[src/rtl/fft_vis_pkg.sv]
// Shared types and constants for the spectrum bus between the FFT band packer and the renderer.
package fft_vis_pkg;

   localparam int unsigned NUM_BANDS   = 16;
   localparam int unsigned BAND_WORD_W = 36;
   localparam int unsigned HEIGHT_LSB  = 18;
   localparam int unsigned HEIGHT_MSB  = 27;
   localparam int unsigned MAX_HEIGHT  = 480;

   typedef logic [BAND_WORD_W-1:0] band_word_t;

   typedef enum logic [1:0] {IDLE, ACCUM, FINAL} fsm_state_e;

   // Word layout: upper byte zero, display height, then the low bits of the raw band sum.
   function automatic band_word_t pack_band_word(input logic [9:0]  height,
                                                 input logic [17:0] sum_lo);
      band_word_t w;
      w                         = '0;
      w[HEIGHT_MSB:HEIGHT_LSB]  = height;
      w[HEIGHT_LSB-1:0]         = sum_lo;
      return w;
   endfunction

endpackage

[src/rtl/fft_mag_abs.sv]
// Registered |re|+|im| magnitude; forms the first pipeline stage of the band packer.
module fft_mag_abs #(
   parameter int unsigned DATA_W = 18
) (
   input  logic                     clk,
   input  logic                     reset,
   input  logic                     en_i,
   input  logic                     zero_i,
   input  logic signed [DATA_W-1:0] re_i,
   input  logic signed [DATA_W-1:0] im_i,
   output logic        [DATA_W:0]   mag_o
);

   logic signed [DATA_W:0] re_x, im_x;
   logic        [DATA_W:0] abs_re, abs_im, mag_d, mag_q;

   // One extra bit lets the most negative input negate without wrapping.
   always_comb begin
      re_x   = {re_i[DATA_W-1], re_i};
      im_x   = {im_i[DATA_W-1], im_i};
      abs_re = re_x[DATA_W] ? -re_x : re_x;
      abs_im = im_x[DATA_W] ? -im_x : im_x;
      mag_d  = abs_re + abs_im;
   end

   always_ff @(posedge clk) begin
      if (reset) begin
         mag_q <= '0;
      end else if (en_i) begin
         mag_q <= zero_i ? '0 : mag_d;
      end
   end

   assign mag_o = mag_q;

endmodule

[src/rtl/fft_band_packer.sv]
// Accumulates one streamed FFT frame into 16 display bands and publishes them on good frames.
module fft_band_packer
   import fft_vis_pkg::*;
#(
   parameter int unsigned FFT_LEN      = 256,
   parameter int unsigned DATA_W       = 18,
   parameter int unsigned HEIGHT_SHIFT = 4,
   parameter int unsigned SKIP_DC      = 1,
   parameter int unsigned FRAME_DECIM  = 1
) (
   input  logic                     clk,
   input  logic                     reset,
   input  logic                     fft_valid,
   input  logic                     fft_sop,
   input  logic                     fft_eop,
   input  logic signed [DATA_W-1:0] fft_real,
   input  logic signed [DATA_W-1:0] fft_imag,
   output band_word_t               processed_fft_data [0:NUM_BANDS-1],
   output logic                     done,
   output logic [7:0]               drop_count
);

   localparam int unsigned K_W     = $clog2(FFT_LEN);
   localparam int unsigned BPB     = FFT_LEN / 32;
   localparam int unsigned BPB_LOG = $clog2(BPB);
   localparam int unsigned MAG_W   = DATA_W + 1;
   localparam int unsigned ACC_W   = MAG_W + BPB_LOG;
   localparam int unsigned DEC_W   = (FRAME_DECIM > 1) ? $clog2(FRAME_DECIM) : 1;

   localparam logic [K_W-1:0]   LAST_BIN = K_W'(FFT_LEN - 1);
   localparam logic [K_W-1:0]   HALF_BIN = K_W'(FFT_LEN / 2);
   localparam logic [ACC_W-1:0] ACC_ZERO = '0;

   fsm_state_e     state_q, state_d;
   logic [K_W-1:0] k_q, k_d, bin;
   logic [3:0]     band;
   logic           take, first, drop_inc, eop_ok;
   logic [7:0]     drop_q;

   // Next-state and beat classification
   always_comb begin
      state_d  = state_q;
      k_d      = k_q;
      bin      = k_q;
      take     = 1'b0;
      first    = 1'b0;
      drop_inc = 1'b0;
      eop_ok   = 1'b0;
      unique case (state_q)
         IDLE, FINAL: begin
            state_d = IDLE;
            if (fft_valid && fft_sop) begin
               if (fft_eop) begin
                  drop_inc = 1'b1;
               end else begin
                  take    = 1'b1;
                  first   = 1'b1;
                  bin     = '0;
                  k_d     = '0;
                  state_d = ACCUM;
               end
            end
         end
         ACCUM: begin
            if (fft_valid) begin
               if (fft_sop) begin
                  // Restart: the old frame is lost, the sop beat is the new bin 0.
                  drop_inc = 1'b1;
                  if (fft_eop) begin
                     state_d = IDLE;
                  end else begin
                     take  = 1'b1;
                     first = 1'b1;
                     bin   = '0;
                     k_d   = '0;
                  end
               end else begin
                  bin = k_q + K_W'(1);
                  k_d = bin;
                  if (fft_eop) begin
                     if (bin == LAST_BIN) begin
                        take    = 1'b1;
                        eop_ok  = 1'b1;
                        state_d = FINAL;
                     end else begin
                        drop_inc = 1'b1;
                        state_d  = IDLE;
                     end
                  end else if (bin == LAST_BIN) begin
                     drop_inc = 1'b1;
                     state_d  = IDLE;
                  end else begin
                     take = 1'b1;
                  end
               end
            end
         end
         default: state_d = IDLE;
      endcase
      band = 4'(bin >> BPB_LOG);
   end

   always_ff @(posedge clk) begin
      if (reset) begin
         state_q <= IDLE;
         k_q     <= '0;
         drop_q  <= '0;
      end else begin
         state_q <= state_d;
         k_q     <= k_d;
         if (drop_inc && (drop_q != 8'hFF)) drop_q <= drop_q + 8'd1;
      end
   end

   // Stage 1: magnitude plus the sideband that travels with it
   logic [MAG_W-1:0] mag;
   logic             s1_vld_q, s1_first_q, good1_q, good2_q;
   logic [3:0]       s1_band_q;

   fft_mag_abs #(
      .DATA_W (DATA_W)
   ) u_mag (
      .clk    (clk),
      .reset  (reset),
      .en_i   (take),
      .zero_i ((SKIP_DC != 0) && (bin == '0)),
      .re_i   (fft_real),
      .im_i   (fft_imag),
      .mag_o  (mag)
   );

   always_ff @(posedge clk) begin
      if (reset) begin
         s1_vld_q   <= 1'b0;
         s1_first_q <= 1'b0;
         s1_band_q  <= '0;
         good1_q    <= 1'b0;
         good2_q    <= 1'b0;
      end else begin
         s1_vld_q   <= take && (bin < HALF_BIN);
         s1_first_q <= first;
         s1_band_q  <= band;
         good1_q    <= eop_ok;
         good2_q    <= good1_q;
      end
   end

   // Stage 2: the first beat of a frame clears every band before accumulating
   logic [ACC_W-1:0] acc_q [NUM_BANDS];

   always_ff @(posedge clk) begin
      for (int unsigned b = 0; b < NUM_BANDS; b++) begin
         if (reset) begin
            acc_q[b] <= '0;
         end else if (s1_vld_q) begin
            if (s1_band_q == 4'(b)) begin
               acc_q[b] <= (s1_first_q ? ACC_ZERO : acc_q[b]) + ACC_W'(mag);
            end else if (s1_first_q) begin
               acc_q[b] <= '0;
            end
         end
      end
   end

   // Publish: scale, saturate and pack every band
   logic [ACC_W-1:0] scaled [NUM_BANDS];
   logic [9:0]       height [NUM_BANDS];
   band_word_t       word_d [NUM_BANDS];
   band_word_t       word_q [NUM_BANDS];
   logic [DEC_W-1:0] dec_q;
   logic             publish, done_q;

   always_comb begin
      for (int unsigned b = 0; b < NUM_BANDS; b++) begin
         scaled[b] = acc_q[b] >> HEIGHT_SHIFT;
         height[b] = (scaled[b] > ACC_W'(MAX_HEIGHT)) ? 10'(MAX_HEIGHT) : scaled[b][9:0];
         word_d[b] = pack_band_word(height[b], 18'(acc_q[b]));
      end
      publish = good2_q && (dec_q == DEC_W'(FRAME_DECIM - 1));
   end

   always_ff @(posedge clk) begin
      if (reset) begin
         dec_q  <= '0;
         done_q <= 1'b0;
         for (int unsigned b = 0; b < NUM_BANDS; b++) word_q[b] <= '0;
      end else begin
         done_q <= publish;
         if (good2_q) dec_q <= publish ? '0 : dec_q + DEC_W'(1);
         if (publish) word_q <= word_d;
      end
   end

   assign processed_fft_data = word_q;
   assign done               = done_q;
   assign drop_count         = drop_q;

endmodule

[config.mk]
export PLATFORM = sky130hd
export DESIGN_NAME = fft_band_packer
export DESIGN_NICKNAME = d
export VERILOG_FILES = /design/src/rtl/fft_vis_pkg.sv /design/src/rtl/fft_mag_abs.sv /design/src/rtl/fft_band_packer.sv
export SDC_FILE = /design/constraint.sdc
export NUM_CORES = 2
export LEC_CHECK = 0
export BUFFER_PORTS_ARGS = -buffer_cell sky130_fd_sc_hd__buf_2
export CAP_MARGIN = 20
export CORE_ASPECT_RATIO = 1.1
export CORE_MARGIN = 5
export CORE_UTILIZATION = 64
export CTS_BUF_LIST = sky130_fd_sc_hd__clkbuf_16
export DETAILED_ROUTE_END_ITERATION = 10
export PLACE_DENSITY = 0.89
export SYNTH_ARGS = -nofsm -noshare
export SYNTH_HDL_FRONTEND = slang
export SYNTH_SLANG_ARGS = --single-unit
[constraint.sdc]
create_clock -name clk -period 8.65 [get_ports clk]
set_input_delay 0.4325 -clock clk [delete_from_list [all_inputs] [get_ports clk]]
set_output_delay 0.4325 -clock clk [all_outputs]
set_load 0.005 [all_outputs]
# [After elaboration in Yosys (flattened, before gate mapping)]
# Memories as Yosys holds them, arrays and structs flattened.
# Cells that the tools add are included.
[op_classes] n_eq_ne=22 order_cmp=17 n_reduce_logical=10 add_sub_neg=22 bitwise_logic=36 muxes=230
[op_table] operator="two-way mux 22 bit" count=48
[op_table] operator="adder 22 x 19 -> 22 bit" count=16
[op_table] operator="> comparator 18 x 9 -> 1 bit (second input constant)" count=16
[op_table] operator="two-way mux 10 bit" count=16
[op_table] operator="two-way mux 1 bit" count=148
[op_table] operator="two-way mux 19 bit" count=3
[op_table] operator="negator 18 -> 19 bit" count=2
[op_table] operator="== test 4 bit (second input constant)" count=8
[op_table] operator="two-way mux 8 bit" count=4
[op_table] operator="bitwise OR 1 bit" count=32
[op_table] operator="adder 19 bit" count=1
[op_table] operator="adder 8 x 1 -> 8 bit (second input constant)" count=2
[op_table] operator="== test 4 x 3 -> 1 bit (second input constant)" count=4
[op_table] operator="one-hot mux 8 bit (2 select lines)" count=1
[op_table] operator="two-way mux 2 bit" count=6
[op_table] operator="== test 4 x 2 -> 1 bit (second input constant)" count=2
[op_table] operator="== test 8 bit (second input constant)" count=1
[op_table] operator="zero test 8 bit" count=1
[op_table] operator="< comparator 8 bit (second input constant)" count=1
[op_table] operator="inequality test 8 bit (second input constant)" count=1
[op_table] operator="inequality test 3 bit (second input constant)" count=2
[op_table] operator="one-hot mux 1 bit (2 select lines)" count=3
[op_table] operator="OR reduction 5 bit" count=1
[op_table] operator="== test 4 x 1 -> 1 bit (second input constant)" count=1
[op_table] operator="11 further kinds" count=17
[totals] word_cells=365 n_memories=1 ram_bits=352 inputBits=41 regBits=495
[mem_list] name="acc_q" depth=16 width=22 read_ports=16 rd_ports_with_merged_regs=0 write_ports=16 line_no="fft_band_packer.sv:149" text="logic [ACC_W-1:0] acc_q [NUM_BANDS];"

# [Depth between registers and ports, before layout]
[depth] depth_word=8 depth_mapped=15 mapped_depth_nobuf=15

# [Hierarchy]
# A second synthesis with hierarchy kept.
[hier_totals] cells_unflattened=5545 hier_area_um2=49092.1
[by_module_without_submodules] module="fft_band_packer" cells_per_inst=5252 area_per_inst_um2=46867.4 instances=1 seq_area_each_um2=20019.2
[by_module_without_submodules] module="fft_mag_abs" cells_per_inst=293 area_per_inst_um2=2224.6 instances=1 seq_area_each_um2=380.4

# [Worst setup path after synthesis]
# No wires, ideal clock.
[synth_timing] path_type="input-to-reg" startpoint="input fft_imag[5]" endpoint="register u_mag.mag_q[17], in the netlist u_mag.mag_o[17]" path_slack_ns=5.184 arrival_time_ns=3.348 stages=12 cell_sequence="or4_1 -> or4_1 -> o21ai_0 -> xnor2_1 -> ha_1 -> a21o_1 -> a21oi_1 -> nor2b_1 -> a311oi_1 -> o21ai_0 -> o31a_1 -> a32o_1"
[synth_between] elab_chain_len=4
[synth_lines] element="from (decl)" line_no="fft_band_packer.sv:17" text="input logic signed [DATA_W-1:0] fft_imag,"
[synth_lines] element="negator 18 -> 19 bit" line_no="fft_mag_abs.sv:22" text="abs_im = im_x[DATA_W] ? -im_x : im_x;"
[synth_lines] element="two-way mux 19 bit (*)" line_no="fft_mag_abs.sv:22"
[synth_lines] element="adder 19 bit (*)" line_no="fft_mag_abs.sv:23" text="mag_d = abs_re + abs_im;"
[synth_lines] element="two-way mux 19 bit (*)" line_no="fft_mag_abs.sv:30" text="mag_q <= zero_i ? '0 : mag_d;"
[synth_lines] element="to (signal assigned)" line_no="fft_mag_abs.sv:30"
[synth_lines] element="to (decl)" line_no="fft_mag_abs.sv:15" text="logic [DATA_W:0] abs_re, abs_im, mag_d, mag_q;"
# Mark *: on every way between the ends. The rest lies on a longest branch, timed or not.
# A chain may end at the register's enable or synchronous reset.

==> results_dict.tcl <==
set metrics [dict create \
    clkLatencyLatePin_ns 0.66 \
    clock_sinks 843 \
    synth_area_leader_cell "edfxtp_1" \
    hold_buffers 0 \
    p_comb_share_pct 6.2 \
    path_class "reg -> reg" \
    die_h_um 300 \
    drtIter0Drc 4276 \
    finClkSkew_ns 0.0264 \
    relSlewSlack_pct 14.0 \
    clock.fmax_mhz 222 \
    yosysWarnings 0 \
    drt-pass1-iter-count 8 \
    start_util_pct 64.6 \
    status "complete, no violations" \
    grt_max_degree 229 \
    vias_per_cell 6.21 \
    final_util_pct 72.3 \
    io_buffers 497 \
    startpoint "s1_first_q$_SDFF_PP0_" \
    ys_seq_area_share_pct 41.6 \
    synth_edf_count 352 \
    setup_viol 0 \
    core_area_um2 76000 \
    fill_cells 5518 \
    grt_usage_pct 33.5 \
    leakage_uw 0.0239 \
    syn_area_um2 49100 \
    synth_area_per_cell_um2 8.84 \
    hp-class "in -> reg" \
    ys_ff_latch 843 \
    post-cts-setup-buffer-count 0 \
    core.rowCount 106 \
    yosysMostFrequentCell "nand2_1" \
    synth-main-ff-cell "dfxtp_1" \
    grt_overflow_total 0 \
    ys_async_sr_fraction_pct 0 \
    drtAntennaViolNets 0 \
    cp_max_fo 187 \
    timing.rr.start "s1_first_q$_SDFF_PP0_" \
    required_ns 9.01 \
    drc 0 \
    finalSetupTns_ns 0 \
    p_int_uw 6480 \
    cts_tree "built" \
    gp_congestion 0.924 \
    worst_pin_slew_ns 1.29 \
    fin_crit_ns 4.49 \
    cts_max_level 3 \
    ys_top_cells_by_area "edfxtp_1 22%, dfxtp_1 20%, ha_1 8.4%, nand2_1 5.9%, a21oi_1 5.3%" \
    crit_path_start_kind "register" \
    clk_pin_slew_ns 0.06 \
    fin_crit_sh_pct 52.0 \
    synth_top_area_share_pct 21.5 \
    p_sw_share_pct 24.4 \
    area_delta_synth_final_pct 11.9 \
    synth.distinct_cells 77 \
    route.detailed.wl_per_inst_um 20.6 \
    drive_gt1_share_pct 13.5 \
    pwr-share-clk_pct 44.1 \
    grt_pass1_wl_mm 225 \
    layout.nets 6333 \
    ir_worst_vdd_uv 190 \
    worst_setup_path_end_kind "register" \
    synth_cells 5549 \
    ios 626 \
    cts_root_buf "clkbuf_16" \
    cts_max_path_buffers 3 \
    dpl.hpwl_mm 97.6 \
    slew_viol_final 0 \
    dieArea_um2 82300 \
    min_from "fft_eop" \
    p_sw_uw 2090 \
    power_frac_seq_pct 49.6 \
    report.final.hold_viol_count 0 \
    cts_resized 0 \
    grt_setup_unrepaired "false" \
    yosys-top-cells-count "774 x nand2_1, 523 x a21oi_1, 519 x nor2_1" \
    die_w_um 274 \
    antenna_found_initial 4 \
    cts_buffers 88 \
    cp.arrival_ns 4.86 \
    cap_violations 0 \
    grt_pass1_vias 42388 \
    vias 43783 \
    p_per_area_nw_per_um2 156 \
    drt-total-wl_mm 145 \
]
[metal layers]
layer  vias up  wire [µm]  GRT usage, %  part of all wire, %
met4         0       8440          17.1                  5.8
met1     20741      54500          41.4                   38
met3       511      14000          6.35                  9.6
li1      20379          -             -                    -
met5         -          0             0                    0
met2      2152      68400          56.1                   47
[cell usage in the layout, fill, tap and decap left out, drive strengths merged, types with 18 or more instances in the layout]
| cell | count |
|---|---|
| nand2 | 774 |
| buf | 538 |
| a21oi | 523 |
| nor2 | 519 |
| dfxtp | 491 |
| edfxtp | 352 |
| nor2b | 339 |
| ha | 329 |
| nor3 | 190 |
| o21ai | 175 |
| a21o | 156 |
| inv | 148 |
| xnor2 | 142 |
| xor2 | 133 |
| conb | 128 |
| clkbuf | 97 |
| nand3 | 97 |
| a22oi | 84 |
| o21a | 68 |
| o221a | 65 |
| and3 | 65 |
| a31oi | 43 |
| o21bai | 43 |
| a211oi | 42 |
| nand2b | 41 |
| nand4 | 37 |
| o211ai | 37 |
| nor4 | 34 |
| clkinv | 33 |
| o31ai | 25 |
| o31a | 23 |
| nor3b | 20 |
| or3 | 19 |
| and2 | 18 |
[sequential cells by signal, summed over array words and instances, names as in the netlist, 2 cells and up]
signal              cells
k_q                     8
drop_count              8
acc_q                 352
processed_fft_data    448
state_q                 2
u_mag.mag_o            19
[logic make-up after synthesis]
logic type | after synthesis | share of synthesized area, %
AOI/OAI and AO/OA | 1396 | 18.5
xor gates and xnor gates | 275 | 4.91
adders and majority gates | 346 | 9.08
buffers and inverters | 474 | 4.64
DFF | 843 | 41.6
muxes | 4 | 0.0867
other | 1 | 0.00764
and+or+nand+nor | 2210 | 21.2
[worst max-delay path, stage by stage (launching register included)]
cell and delay, ns:
dfxtp_4 0.97, buf_12 0.62, nor2b_1 0.12, ha_1 0.24, inv_1 0.07, fa_1 0.19
nor2b_1 0.09, o31a_1 0.29, a2111oi_0 0.49, o21a_1 0.30, a211oi_1 0.16, a31oi_1 0.22
xor2_1 0.17, nor2_1 0.06
[metrics by stage]
step	hold slack, ns	instances	setup slack [ns]	power [µW]	instance area [µm²]
2_1_floorplan	0.414	5676	5.18	4750	49500
3_5_place_dp	0.443	6879	4.25	4850	52000
3_3_place_gp	0.424	6869	4.33	4830	51800
5_1_grt	0.128	7048	3.90	8820	54900
4_1_cts	0.0955	7045	4.24	8560	54900
6_report	0.126	7051	4.16	8570	54900
[power groups by stage]
stage	clock network, µW	logic [µW]	registers, µW
finish	3780	536	4250
global route	3970	589	4260
CTS	3790	522	4250
detailed placement	0	518	4340
global placement	0	491	4340
floorplan	0	439	4310
[worst paths after layout]
| check | endpoint | slack [ns] | cells after the start |
|---|---|---|---|
| max reg2reg | acc_q[1][84]$_SDFFCE_PP0P_ | 4.16 | 13 |
| max | acc_q[1][84]$_SDFFCE_PP0P_ | 4.16 | 13 |
| min reg2reg | processed_fft_data[193]$_SDFFE_PP0P_ | 0.45 | 2 |
| min | good1_q$_SDFF_PP0_ | 0.13 | 3 |
[cell type report]
| class | instances | area [µm²] | share of cell area [%] |
|---|---|---|---|
| diodes | 3 | 7.51 | 0.0137 |
| inverters | 116 | 438 | 0.797 |
| well taps | 1026 | 1280 | 2.34 |
| repair buffers | 538 | 2950 | 5.37 |
| clock inverters | 69 | 435 | 0.793 |
| multi-input cells | 4359 | 26900 | 49.1 |
| clock buffers | 97 | 2430 | 4.42 |
| flip-flops and latches | 843 | 20400 | 37.2 |
(Power assumes the default switching activity.)
